<file path="config.mk">
export PLATFORM = sky130hd
export DESIGN_NAME = tlb_refill_ctrl_flat
export DESIGN_NICKNAME = d
export VERILOG_FILES = /design/src/rtl/tlb_refill_ctrl_pkg.sv /design/src/rtl/tlb_refill_ctrl_if.sv /design/src/rtl/tlb_walk_timer.sv /design/src/rtl/tlb_refill_ctrl.sv /design/src/flat_wrapper.sv
export SDC_FILE = /design/constraint.sdc
export NUM_CORES = 1
export LEC_CHECK = 0
export CAP_MARGIN = 25
export CORE_MARGIN = 5
export CORE_UTILIZATION = 48
export CTS_BUF_LIST = sky130_fd_sc_hd__clkbuf_4 sky130_fd_sc_hd__clkbuf_8 sky130_fd_sc_hd__clkbuf_16
export DETAILED_ROUTE_END_ITERATION = 10
export GPL_TIMING_DRIVEN = 0
export PLACE_DENSITY = 0.9
export SYNTH_ARGS = -nofsm -noshare
export SYNTH_HDL_FRONTEND = slang
export SYNTH_SLANG_ARGS = --single-unit
</file>
<file path="constraint.sdc">
create_clock -name clk -period 8.7 [get_ports clk]
set_input_delay 1.74 -clock clk [delete_from_list [all_inputs] [get_ports clk]]
set_output_delay 1.74 -clock clk [all_outputs]
set_load 0.05 [all_outputs]
</file>
<file path="src/rtl/tlb_refill_ctrl_pkg.sv">
// Shared types and constants for the TLB refill controller and the TLB.
// Provides the FSM state encoding, PTE field positions and the PTE address helper.
package tlb_refill_ctrl_pkg;

  localparam int VPN_W = 20;
  localparam int OFF_W = 12;
  localparam int TMO_W = 8;
  localparam int WALK_TIMEOUT = 200;

  localparam int PTE_V_BIT = 0;
  localparam int PTE_D_BIT = 1;
  localparam int PTE_PPN_LSB = 12;

  typedef enum logic [2:0] {
    IDLE,
    LOOKUP,
    WALK_REQ,
    WALK_WAIT,
    REFILL,
    RESP
  } state_t;

  // Single-level table of 4-byte PTEs indexed by VPN; wraps mod 2^32.
  function automatic logic [31:0] pte_addr(
    input logic [31:0] base,
    input logic [31:0] va
  );
    return base + {{(32-VPN_W-2){1'b0}}, va[31:OFF_W], 2'b00};
  endfunction

endpackage

</file>
<file path="src/rtl/tlb_refill_ctrl_if.sv">
// Bundle of requester, TLB and PTE-memory signals around the refill controller.
// slave: controller view; master: environment view (requester, TLB, memory).
interface tlb_refill_ctrl_if;
  import tlb_refill_ctrl_pkg::*;

  logic [31:0]      ptbr;
  logic             req_valid;
  logic             req_ready;
  logic [31:0]      req_vaddr;
  logic             req_is_store;
  logic             resp_valid;
  logic             resp_ready;
  logic [31:0]      resp_paddr;
  logic             resp_fault;
  logic [31:0]      tlb_vaddr;
  logic             tlb_hit;
  logic [31:0]      tlb_paddr;
  logic             tlb_we;
  logic [VPN_W-1:0] tlb_vpn;
  logic [VPN_W-1:0] tlb_ppn;
  logic             tlb_dirty;
  logic             mem_req_valid;
  logic             mem_req_ready;
  logic [31:0]      mem_addr;
  logic             mem_rdata_valid;
  logic [31:0]      mem_rdata;

  modport slave (
    input  ptbr, req_valid, req_vaddr, req_is_store,
    input  resp_ready, tlb_hit, tlb_paddr,
    input  mem_req_ready, mem_rdata_valid, mem_rdata,
    output req_ready, resp_valid, resp_paddr, resp_fault,
    output tlb_vaddr, tlb_we, tlb_vpn, tlb_ppn, tlb_dirty,
    output mem_req_valid, mem_addr
  );

  modport master (
    output ptbr, req_valid, req_vaddr, req_is_store,
    output resp_ready, tlb_hit, tlb_paddr,
    output mem_req_ready, mem_rdata_valid, mem_rdata,
    input  req_ready, resp_valid, resp_paddr, resp_fault,
    input  tlb_vaddr, tlb_we, tlb_vpn, tlb_ppn, tlb_dirty,
    input  mem_req_valid, mem_addr
  );

endinterface

</file>
<file path="src/rtl/tlb_walk_timer.sv">
// Walk timeout counter: clr loads zero, en counts up one per cycle.
// Ports: clk, reset, clr, en, limit; done flags the cycle whose count reaches limit.
module tlb_walk_timer #(
  parameter int W = 8
) (
  input  logic         clk,
  input  logic         reset,
  input  logic         clr,
  input  logic         en,
  input  logic [W-1:0] limit,
  output logic         done
);

  logic [W-1:0] cnt;
  logic [W-1:0] cnt_nxt;

  assign cnt_nxt = W'(cnt + 1'b1);

  always_ff @(posedge clk or posedge reset) begin
    if (reset) begin
      cnt <= '0;
    end else if (clr) begin
      cnt <= '0;
    end else if (en) begin
      cnt <= cnt_nxt;
    end
  end

  // Raised while the edge ending this cycle brings the count to limit.
  assign done = en && (cnt_nxt == limit);

endmodule

</file>
<file path="src/rtl/tlb_refill_ctrl.sv">
// TLB probe and single-level page-table walker for one requester.
// Ports: clk, reset (async, active high), bus (slave view of tlb_refill_ctrl_if).
module tlb_refill_ctrl
  import tlb_refill_ctrl_pkg::*;
#(
  parameter int TMO_W        = tlb_refill_ctrl_pkg::TMO_W,
  parameter int WALK_TIMEOUT = tlb_refill_ctrl_pkg::WALK_TIMEOUT
) (
  input  logic clk,
  input  logic reset,
  tlb_refill_ctrl_if.slave bus
);

  localparam logic [TMO_W-1:0] TMO_LIMIT = TMO_W'(WALK_TIMEOUT);

  state_t state;
  state_t state_nxt;

  logic [31:0]      vaddr_q;
  logic             store_q;
  logic [31:0]      ptbr_q;
  logic [VPN_W-1:0] ppn_q;
  logic             pte_d_q;
  logic [31:0]      paddr_q;
  logic             fault_q;

  logic tmo_clr;
  logic tmo_en;
  logic tmo_done;
  logic pte_ok;
  logic unused_pte;

  assign pte_ok     = bus.mem_rdata[PTE_V_BIT];
  assign unused_pte = ^bus.mem_rdata[PTE_PPN_LSB-1:PTE_D_BIT+1];
  assign tmo_clr    = (state == WALK_REQ) && bus.mem_req_ready;
  assign tmo_en     = (state == WALK_WAIT);

  tlb_walk_timer #(
    .W(TMO_W)
  ) u_timer (
    .clk  (clk),
    .reset(reset),
    .clr  (tmo_clr),
    .en   (tmo_en),
    .limit(TMO_LIMIT),
    .done (tmo_done)
  );

  always_ff @(posedge clk or posedge reset) begin
    if (reset) begin
      state <= IDLE;
    end else begin
      state <= state_nxt;
    end
  end

  always_comb begin
    state_nxt = state;
    unique case (state)
      IDLE: begin
        if (bus.req_valid) state_nxt = LOOKUP;
      end
      LOOKUP: begin
        state_nxt = bus.tlb_hit ? RESP : WALK_REQ;
      end
      WALK_REQ: begin
        if (bus.mem_req_ready) state_nxt = WALK_WAIT;
      end
      WALK_WAIT: begin
        // Data arriving on the timeout cycle still wins.
        if (bus.mem_rdata_valid) begin
          state_nxt = pte_ok ? REFILL : RESP;
        end else if (tmo_done) begin
          state_nxt = RESP;
        end
      end
      REFILL: begin
        state_nxt = RESP;
      end
      RESP: begin
        if (bus.resp_ready) state_nxt = IDLE;
      end
      default: state_nxt = IDLE;
    endcase
  end

  always_ff @(posedge clk or posedge reset) begin
    if (reset) begin
      vaddr_q <= '0;
      store_q <= 1'b0;
      ptbr_q  <= '0;
      ppn_q   <= '0;
      pte_d_q <= 1'b0;
      paddr_q <= '0;
      fault_q <= 1'b0;
    end else begin
      unique case (1'b1)
        state == IDLE: begin
          if (bus.req_valid) begin
            vaddr_q <= bus.req_vaddr;
            store_q <= bus.req_is_store;
            ptbr_q  <= bus.ptbr;
          end
        end
        state == LOOKUP: begin
          if (bus.tlb_hit) begin
            paddr_q <= bus.tlb_paddr;
            fault_q <= 1'b0;
          end
        end
        state == WALK_WAIT: begin
          if (bus.mem_rdata_valid) begin
            ppn_q   <= bus.mem_rdata[31:PTE_PPN_LSB];
            pte_d_q <= bus.mem_rdata[PTE_D_BIT];
            if (!pte_ok) begin
              paddr_q <= '0;
              fault_q <= 1'b1;
            end
          end else if (tmo_done) begin
            paddr_q <= '0;
            fault_q <= 1'b1;
          end
        end
        state == REFILL: begin
          paddr_q <= {ppn_q, vaddr_q[OFF_W-1:0]};
          fault_q <= 1'b0;
        end
        default: begin
        end
      endcase
    end
  end

  always_comb begin
    // reset gates ready because the async reset already forces IDLE.
    bus.req_ready     = (state == IDLE) && !reset;
    bus.tlb_vaddr     = vaddr_q;
    bus.mem_req_valid = 1'b0;
    bus.mem_addr      = '0;
    bus.tlb_we        = 1'b0;
    bus.tlb_vpn       = '0;
    bus.tlb_ppn       = '0;
    bus.tlb_dirty     = 1'b0;
    bus.resp_valid    = 1'b0;
    bus.resp_paddr    = '0;
    bus.resp_fault    = 1'b0;
    unique case (state)
      WALK_REQ: begin
        bus.mem_req_valid = 1'b1;
        bus.mem_addr      = pte_addr(ptbr_q, vaddr_q);
      end
      REFILL: begin
        bus.tlb_we    = 1'b1;
        bus.tlb_vpn   = vaddr_q[31:OFF_W];
        bus.tlb_ppn   = ppn_q;
        bus.tlb_dirty = pte_d_q | store_q;
      end
      RESP: begin
        bus.resp_valid = 1'b1;
        bus.resp_paddr = paddr_q;
        bus.resp_fault = fault_q;
      end
      default: begin
      end
    endcase
  end

endmodule
</file>
<file path="src/flat_wrapper.sv">
// flat-port wrapper written by rule: the top's interface ports become plain ports
module tlb_refill_ctrl_flat import tlb_refill_ctrl_pkg::*;
#(
  parameter int TMO_W        = tlb_refill_ctrl_pkg::TMO_W,
  parameter int WALK_TIMEOUT = tlb_refill_ctrl_pkg::WALK_TIMEOUT
)
  (clk, reset, bus_ptbr, bus_req_valid, bus_req_vaddr, bus_req_is_store, bus_resp_ready, bus_tlb_hit, bus_tlb_paddr, bus_mem_req_ready, bus_mem_rdata_valid, bus_mem_rdata, bus_req_ready, bus_resp_valid, bus_resp_paddr, bus_resp_fault, bus_tlb_vaddr, bus_tlb_we, bus_tlb_vpn, bus_tlb_ppn, bus_tlb_dirty, bus_mem_req_valid, bus_mem_addr);
  tlb_refill_ctrl_if bus_i ();
  input  logic clk;
  input  logic reset;
  input wire logic [$bits(bus_i.ptbr)-1:0] bus_ptbr;
  input wire logic [$bits(bus_i.req_valid)-1:0] bus_req_valid;
  input wire logic [$bits(bus_i.req_vaddr)-1:0] bus_req_vaddr;
  input wire logic [$bits(bus_i.req_is_store)-1:0] bus_req_is_store;
  input wire logic [$bits(bus_i.resp_ready)-1:0] bus_resp_ready;
  input wire logic [$bits(bus_i.tlb_hit)-1:0] bus_tlb_hit;
  input wire logic [$bits(bus_i.tlb_paddr)-1:0] bus_tlb_paddr;
  input wire logic [$bits(bus_i.mem_req_ready)-1:0] bus_mem_req_ready;
  input wire logic [$bits(bus_i.mem_rdata_valid)-1:0] bus_mem_rdata_valid;
  input wire logic [$bits(bus_i.mem_rdata)-1:0] bus_mem_rdata;
  output wire logic [$bits(bus_i.req_ready)-1:0] bus_req_ready;
  output wire logic [$bits(bus_i.resp_valid)-1:0] bus_resp_valid;
  output wire logic [$bits(bus_i.resp_paddr)-1:0] bus_resp_paddr;
  output wire logic [$bits(bus_i.resp_fault)-1:0] bus_resp_fault;
  output wire logic [$bits(bus_i.tlb_vaddr)-1:0] bus_tlb_vaddr;
  output wire logic [$bits(bus_i.tlb_we)-1:0] bus_tlb_we;
  output wire logic [$bits(bus_i.tlb_vpn)-1:0] bus_tlb_vpn;
  output wire logic [$bits(bus_i.tlb_ppn)-1:0] bus_tlb_ppn;
  output wire logic [$bits(bus_i.tlb_dirty)-1:0] bus_tlb_dirty;
  output wire logic [$bits(bus_i.mem_req_valid)-1:0] bus_mem_req_valid;
  output wire logic [$bits(bus_i.mem_addr)-1:0] bus_mem_addr;
  assign bus_i.ptbr = bus_ptbr;
  assign bus_i.req_valid = bus_req_valid;
  assign bus_i.req_vaddr = bus_req_vaddr;
  assign bus_i.req_is_store = bus_req_is_store;
  assign bus_i.resp_ready = bus_resp_ready;
  assign bus_i.tlb_hit = bus_tlb_hit;
  assign bus_i.tlb_paddr = bus_tlb_paddr;
  assign bus_i.mem_req_ready = bus_mem_req_ready;
  assign bus_i.mem_rdata_valid = bus_mem_rdata_valid;
  assign bus_i.mem_rdata = bus_mem_rdata;
  assign bus_req_ready = bus_i.req_ready;
  assign bus_resp_valid = bus_i.resp_valid;
  assign bus_resp_paddr = bus_i.resp_paddr;
  assign bus_resp_fault = bus_i.resp_fault;
  assign bus_tlb_vaddr = bus_i.tlb_vaddr;
  assign bus_tlb_we = bus_i.tlb_we;
  assign bus_tlb_vpn = bus_i.tlb_vpn;
  assign bus_tlb_ppn = bus_i.tlb_ppn;
  assign bus_tlb_dirty = bus_i.tlb_dirty;
  assign bus_mem_req_valid = bus_i.mem_req_valid;
  assign bus_mem_addr = bus_i.mem_addr;
  tlb_refill_ctrl #(.TMO_W(TMO_W), .WALK_TIMEOUT(WALK_TIMEOUT)) u_core (.clk(clk), .reset(reset), .bus(bus_i));
endmodule
</file>
==> results of run 1 <==
-- synth_stat cells (all sizes together), types with 13 or more instances --
master  count
dfrtp     130
mux2       81
and2       76
nand2      72
o21ai      66
a21oi      52
nor2       34
clkbuf     28
ha         21
buf        13
xnor2      13
-- layout make-up --
class | instances | area (um^2) | area share
multi-input cells | 531 | 3620 | 0.340
flip-flops and latches | 130 | 3250 | 0.305
repair buffers | 269 | 2710 | 0.254
clock buffers | 22 | 488 | 0.0458
well taps | 184 | 230 | 0.0216
plain buffers | 41 | 175 | 0.0164
clock inverters | 10 | 123 | 0.0115
inverters | 13 | 53.8 | 0.00505
-- kinds of logic (layout without fill, tap and decap cells) --
group | count (synthesis) | count (layout) | share of synthesized area
simple gates | 235 | 235 | 0.171
buf+inv | 54 | 355 | 0.0316
mux | 85 | 85 | 0.134
flops | 130 | 130 | 0.459
xor+xnor | 20 | 20 | 0.0247
compound gates | 169 | 169 | 0.140
fa+ha+maj | 22 | 22 | 0.0399
-- per-layer routing --
layer	vias to the layer above	track usage	routed length (um)
li1	3101	-	-
met1	3266	0.322	9050
met2	328	0.462	11900
met3	73	0.0654	1580
met4	0	0.123	949
met5	-	0	0
-- worst min-delay path: stages, from the launching register on --
cell     delay, ns
dfrtp_1       0.33
nand2_1       0.04
o21ai_0       0.06
-- stage by stage --
step / total power [mW] / utilization
2_1_floorplan: 3.00 / -
3_3_place_gp: 3.76 / 0.688
3_5_place_dp: 3.84 / 0.691
4_1_cts: 4.62 / 0.733
5_1_grt: 4.90 / 0.733
6_report: 4.63 / 0.733
-- sequential cells by signal (all words and copies together) (netlist names) --
signal                flops
u_core.state              3
u_core.ptbr_q            32
u_core.u_timer.cnt        8
u_core.fault_q            1
u_core.paddr_q           32
u_core.pte_d_q            1
u_core.store_q            1
u_core.bus.tlb_vaddr     32
u_core.ppn_q             20
-- final timing paths --
kind / from / endpoint / cells after the start
max: u_core.bus.tlb_vaddr[20] / bus_mem_addr[31] / 9
min in group asynchronous: reset / u_core.fault_q / 2
min reg2reg: u_core.paddr_q[6] / u_core.paddr_q[6] / 2
max in group asynchronous: reset / u_core.ptbr_q[4] / 3
min: u_core.paddr_q[6] / u_core.paddr_q[6] / 2
max reg2reg: u_core.u_timer.cnt[0] / u_core.paddr_q[25] / 10
-- power by group --
part | leakage [nW] | switching (mW) | total [mW] | internal [mW]
registers | 1.59 | 0.212 | 1.11 | 0.902
clock network | 0.293 | 0.276 | 0.733 | 0.457
logic | 2.53 | 1.74 | 2.78 | 1.05
total | 4.40 | 2.22 | 4.63 | 2.41
==> metrics.csv, run 1 <==
stage,metric,value,unit
global_routing,grt_usage,0.270,
synth,ys.flop_type,dfrtp_1,
synth,ys_top_cells_by_area,"dfrtp_1, mux2_2, and2_1",
place,gp_congestion,0.936,
setup_path,crit_chain,ha_1 > a2111oi_0 > o21ai_0 > o311ai_0 > nand2_1 > a21oi_2 > o21ai_0 > a21oi_1 > clkdlybuf4s50_1,
sta,fmaxAchievable,0.175,GHz
synth,yosys_warnings,0,
setup_path,critPathSlowestCell,clkdlybuf4s50_1,
route,dr.first_iter.drc_count,574,
setup_path,cp-start-kind,register,
pwr,ir_drop,0.310,mV
synth,async_reset_ff_frac,1.00,
finish,finalInstanceArea,10600,um^2
die,row_count,44,
global_routing,first_global_vias,7043,
route,routedWlPerCell,19.6,um
run,cap_violations,0,
route,drt_first_pass_iters,6,
sta,hold_viol,0,
die,ios,278,
finish,n_fill_cell,1000,
die,die_h,132,um
setup_path,cpMostUsedCell,o21ai_0,
setup_path,cp_slowest_stage_delay,0.85,ns
sta,timing.hold.ws,0.466,ns
clock_tree,clk_pin_slew,0.06,ns
die,die_w,132,um
clock_tree,cts.sinks,130,
die,start_util,0.488,
place,detailedPlace.worstSlack,3.55,ns
setup_path,path_buf_inv,1,
synth,netlist_area,7090,um^2
sta,setup_viol,0,
global_routing,grt_pass1_wl,37700,um
pwr,cellPowerDensity,435,nW/um^2
finish,final_cell_mix,"clkdlybuf4s50_1, dfrtp_1, mux2_2, and2_1, nand2_1",
route,routed_via_density,5.64,
clock_tree,ctsResizeCount,0,
sta,setup_tns,0,ns
pwr,leakagePower,4.40,nW
route,num_vias,6768,
synth,synth_top_area_cell,dfrtp_1,
synth,synth_edf_count,0,
clock_tree,ctsHtreeMaxLevel,4,
route,drtAntennaViolNets,0,
clock_tree,cts_setup_buffers,0,
setup_path,critical_path_class,register to output port,
sta,min_period_over_period,0.658,
global_routing,grt_max_degree,80,
hold_path,hold_class,register to register,
sta,finalWorstPathRequiredPeriod,5.73,ns
sta,rsz0062_at_grt,false,
sta,fin_ws,2.97,ns
run_status,status,"finished, final reports clean",
finish,drive_gt1_frac,0.135,
place,dpl.cell_count,1168,
finish,nNetsFinal,1161,
sta,clock_skew,0.0100,ns
global_routing,overflow,0,
clock_tree,cts_root_buf,clkbuf_16,
clock_tree,cts_buffer_depth,2,
clock_tree,cts_made_buffers,17,
setup_path,r2r_slack,6.06,ns
finish,num_antenna_cells,0,
clock_tree,ctsHoldBuffers,0,
place,dp_hpwl,17500,um
clock_tree,clk_latency,0.43,ns
global_routing,antenna_found_initial,0,
setup_path,critical_path_required,6.96,ns
place,postPlaceCellArea,10000,um^2
setup_path,endpoint_kind,output port,
sta,worst_pin_slew,0.715,ns
finish,final_common_cell,clkdlybuf4s50_1,
finish,stdcell_count,1200,
synth,avgSynthCellArea,9.92,um^2
setup_path,cp_max_fo,9,
synth,synthDistinctLibCells,58,
place,port_buffers,267,
finish,syn_to_final_growth,50.1,%
synth,syn-num-nets,873,
synth,syn_inst,715,
setup_path,cp.arrival,3.99,ns
sta,slew_viol_final,0,
synth,synth_top_area_share,0.459,
setup_path,cp_top_family,compound AO/OA/AOI/OAI gates,
clock_tree,cts_tree,done,
route,drc,0,
synth,synth-seq-area-share,0.459,
route,drt-total-wl,23500,um
sta,slew_headroom,0.518,
die,die-area,17300,um^2
synth,ys_ff_latch,130,
die,coreArea,14500,um^2
Note: power is estimated with default switching activity, not from simulation.
==> run 2, diff against run 1 <==
CORE_UTILIZATION = 44   (was 48)
PLACE_DENSITY = 0.84   (was 0.9)
clock period = 5.78 ns   (was 8.7 ns; I/O delays follow)
==> metrics.csv, run 2 (synthesized netlist as in run 1, its figures left out) <==
stage,metric,value,unit,change
global_routing,grt_pass1_wl,36100,um,-4.4%
global_routing,grt_max_degree,67,,-16%
setup_path,endpoint_kind,output port,,
pwr,power_frac_seq,0.243,,+0.003
pwr,p_sw,3.27,mW,+47%
sta,worst_pin_slew,0.745,ns,+0.0306 ns
place,postPlaceCellArea,10100,um^2,+0.35%
pwr,internal_power,3.61,mW,+50%
clock_tree,cts_buffer_depth,2,,unchanged
die,die_h,137,um,+4.1%
clock_tree,cts_setup_buffers,0,,unchanged
setup_path,r2r_end,u_core.paddr_q[22],,
sta,slew_headroom,0.499,,-0.0189
die,ios,278,,unchanged
place,port_buffers,267,,unchanged
route,num_vias,6581,,-2.8%
route,dr.first_iter.drc_count,360,,-37%
clock_tree,clk_latency,0.42,ns,about the same
run_status,status,"finished, final reports clean",,
setup_path,critical_path_class,register to output port,,
setup_path,r2r_slack,3.16,ns,-2.90 ns
sta,clock_skew,0.00828,ns,-0.00172 ns
sta,fin_ws,0.718,ns,-2.26 ns
finish,multi_input_area,3620,um^2,unchanged
finish,n_fill_cell,1253,,+25%
finish,seq_area,3250,um^2,unchanged
hold_path,holdPathEnd,u_core.paddr_q[21],,
pwr,p_comb_frac,0.600,,about the same
pwr,ir_drop,0.506,mV,+63%
clock_tree,ctsHoldBuffers,0,,unchanged
finish,syn_to_final_growth,50.4,%,
sta,finalWorstPathRequiredPeriod,5.06,ns,
route,routed_via_density,5.34,,-5.4%
route,drc,0,,unchanged
clock_tree,ctsHtreeMaxLevel,4,,unchanged
place,detailedPlace.worstSlack,1.16,ns,-2.39 ns
die,die_w,137,um,+4.1%
setup_path,regToRegStartpoint,u_core.u_timer.cnt[0],,
pwr,power_switching_share,0.475,,-0.00519
global_routing,grt_usage,0.247,,-0.0233
sta,setup_viol,0,,unchanged
setup_path,cp.arrival,3.91,ns,-0.08 ns
clock_tree,ctsResizeCount,0,,unchanged
pwr,leakagePower,4.41,nW,+0.12%
setup_path,critical_path_required,4.62,ns,-2.34 ns
sta,rsz0062_at_grt,false,,
run,cap_violations,0,,unchanged
sta,slew_viol_final,0,,unchanged
hold_path,min_path_cells,2,,unchanged
hold_path,hold_class,register to register,,
place,gp_congestion,0.916,,-2.1%
sta,fmaxAchievable,0.198,GHz,
pwr,p_clk_frac,0.157,,about the same
setup_path,cp-start-kind,register,,
setup_path,rr_worst_depth,10,,unchanged
route,drt-total-wl,22600,um,-3.9%
route,drt_first_pass_iters,5,,-1
die,start_util,0.448,,-0.0399
finish,final_cell_mix,"clkdlybuf4s50_1, dfrtp_1, mux2_2, and2_1, nand2_1",,
route,routedWlPerCell,18.3,um,-6.4%
place,dp_hpwl,17000,um,-2.5%
global_routing,antenna_found_initial,0,,unchanged
die,coreArea,15800,um^2,+8.9%
sta,min_period_over_period,0.876,,
setup_path,cp_max_fo,7,,-2
clock_tree,clk_pin_slew,0.06,ns,about the same
clock_tree,cts_made_buffers,17,,unchanged
hold_path,hp-start,u_core.paddr_q[21],,
clock_tree,cts_root_buf,clkbuf_16,,
finish,drive_gt1_frac,0.135,,unchanged
die,die-area,18800,um^2,+8.4%
finish,finalInstanceArea,10700,um^2,+0.20%
finish,final_common_cell,clkdlybuf4s50_1,,
global_routing,overflow,0,,unchanged
finish,nNetsFinal,1161,,unchanged
clock_tree,cts_tree,done,,
clock_tree,cts.sinks,130,,unchanged
die,row_count,46,,+4.5%
pwr,cellPowerDensity,645,nW/um^2,+48%
global_routing,first_global_vias,6758,,-4.0%
sta,hold_viol,0,,unchanged
route,drtAntennaViolNets,0,,unchanged
run 2: worst max-delay path, cell delays in order, from the launching register on:
cell and delay (ns):
dfrtp_1 0.45, ha_1 0.24, inv_1 0.08, fa_1 0.19
nor2b_1 0.08, o211ai_1 0.21, a21oi_1 0.12, nor4_1 0.64
o22a_2 0.36, o21ai_0 0.11, a21oi_1 0.13, clkdlybuf4s50_1 0.85
run 2: layer usage:
layer	up-vias	track usage	part of all wire
li1	3103	-	-
met4	0	0.0809	0.022
met3	34	0.0665	0.070
met5	-	0	0
met2	233	0.418	0.50
met1	3211	0.306	0.41
run 2: area by class of cell:
cell class                      instances  area share
Clock inverter                          9     0.00985
Inverter                               13     0.00504
Tap cell                              216      0.0253
Timing Repair Buffer                  269       0.254
Multi-Input combinational cell        531       0.339
Buffer                                 41      0.0164
Sequential cell                       130       0.305
Clock buffer                           23      0.0458
Antenna cell                            1    0.000235
run 2: how the worst max path moves through the flow:
| stage | start | end | slack (ns) | cells past startpoint |
|---|---|---|---|---|
| 2_1_floorplan | reset | u_core.bus.tlb_vaddr[0] | 1.15 | 1 |
| 3_3_place_gp | reset | u_core.ptbr_q[9] | -0.84 | 2 |
| 3_5_place_dp | u_core.bus.tlb_vaddr[12] | bus_mem_addr[30] | 1.16 | 11 |
| 4_1_cts | u_core.bus.tlb_vaddr[12] | bus_mem_addr[30] | 0.69 | 11 |
| 5_1_grt | u_core.bus.tlb_vaddr[20] | bus_mem_addr[31] | 0.45 | 9 |
| 6_report | u_core.bus.tlb_vaddr[12] | bus_mem_addr[30] | 0.72 | 11 |
run 2: through the flow:
| step | power (mW) | hold slack (ns) | util | instances | setup TNS [ns] |
|---|---|---|---|---|---|
| after CTS | 6.90 | 0.476 | 0.674 | 1232 | 0 |
| after detailed placement | 5.77 | 0.462 | 0.636 | 1200 | 0 |
| final | 6.88 | 0.472 | 0.674 | 1233 | 0 |
| after global routing | 7.34 | 0.499 | 0.674 | 1232 | 0 |
| after floorplan | 4.51 | 0.442 | - | 715 | 0 |
| after global placement | 5.69 | 0.455 | 0.634 | 1198 | -107.42 |
run 2: power by group through the flow:
| stage | Clock [mW] | Sequential [mW] | Combinational (mW) |
|---|---|---|---|
| floorplan | 0 | 1.99 | 2.52 |
| detailed placement | 0 | 1.68 | 4.09 |
| finish | 1.08 | 1.67 | 4.13 |
| CTS | 1.09 | 1.67 | 4.14 |
| global route | 1.13 | 1.74 | 4.47 |
| global placement | 0 | 1.66 | 4.03 |
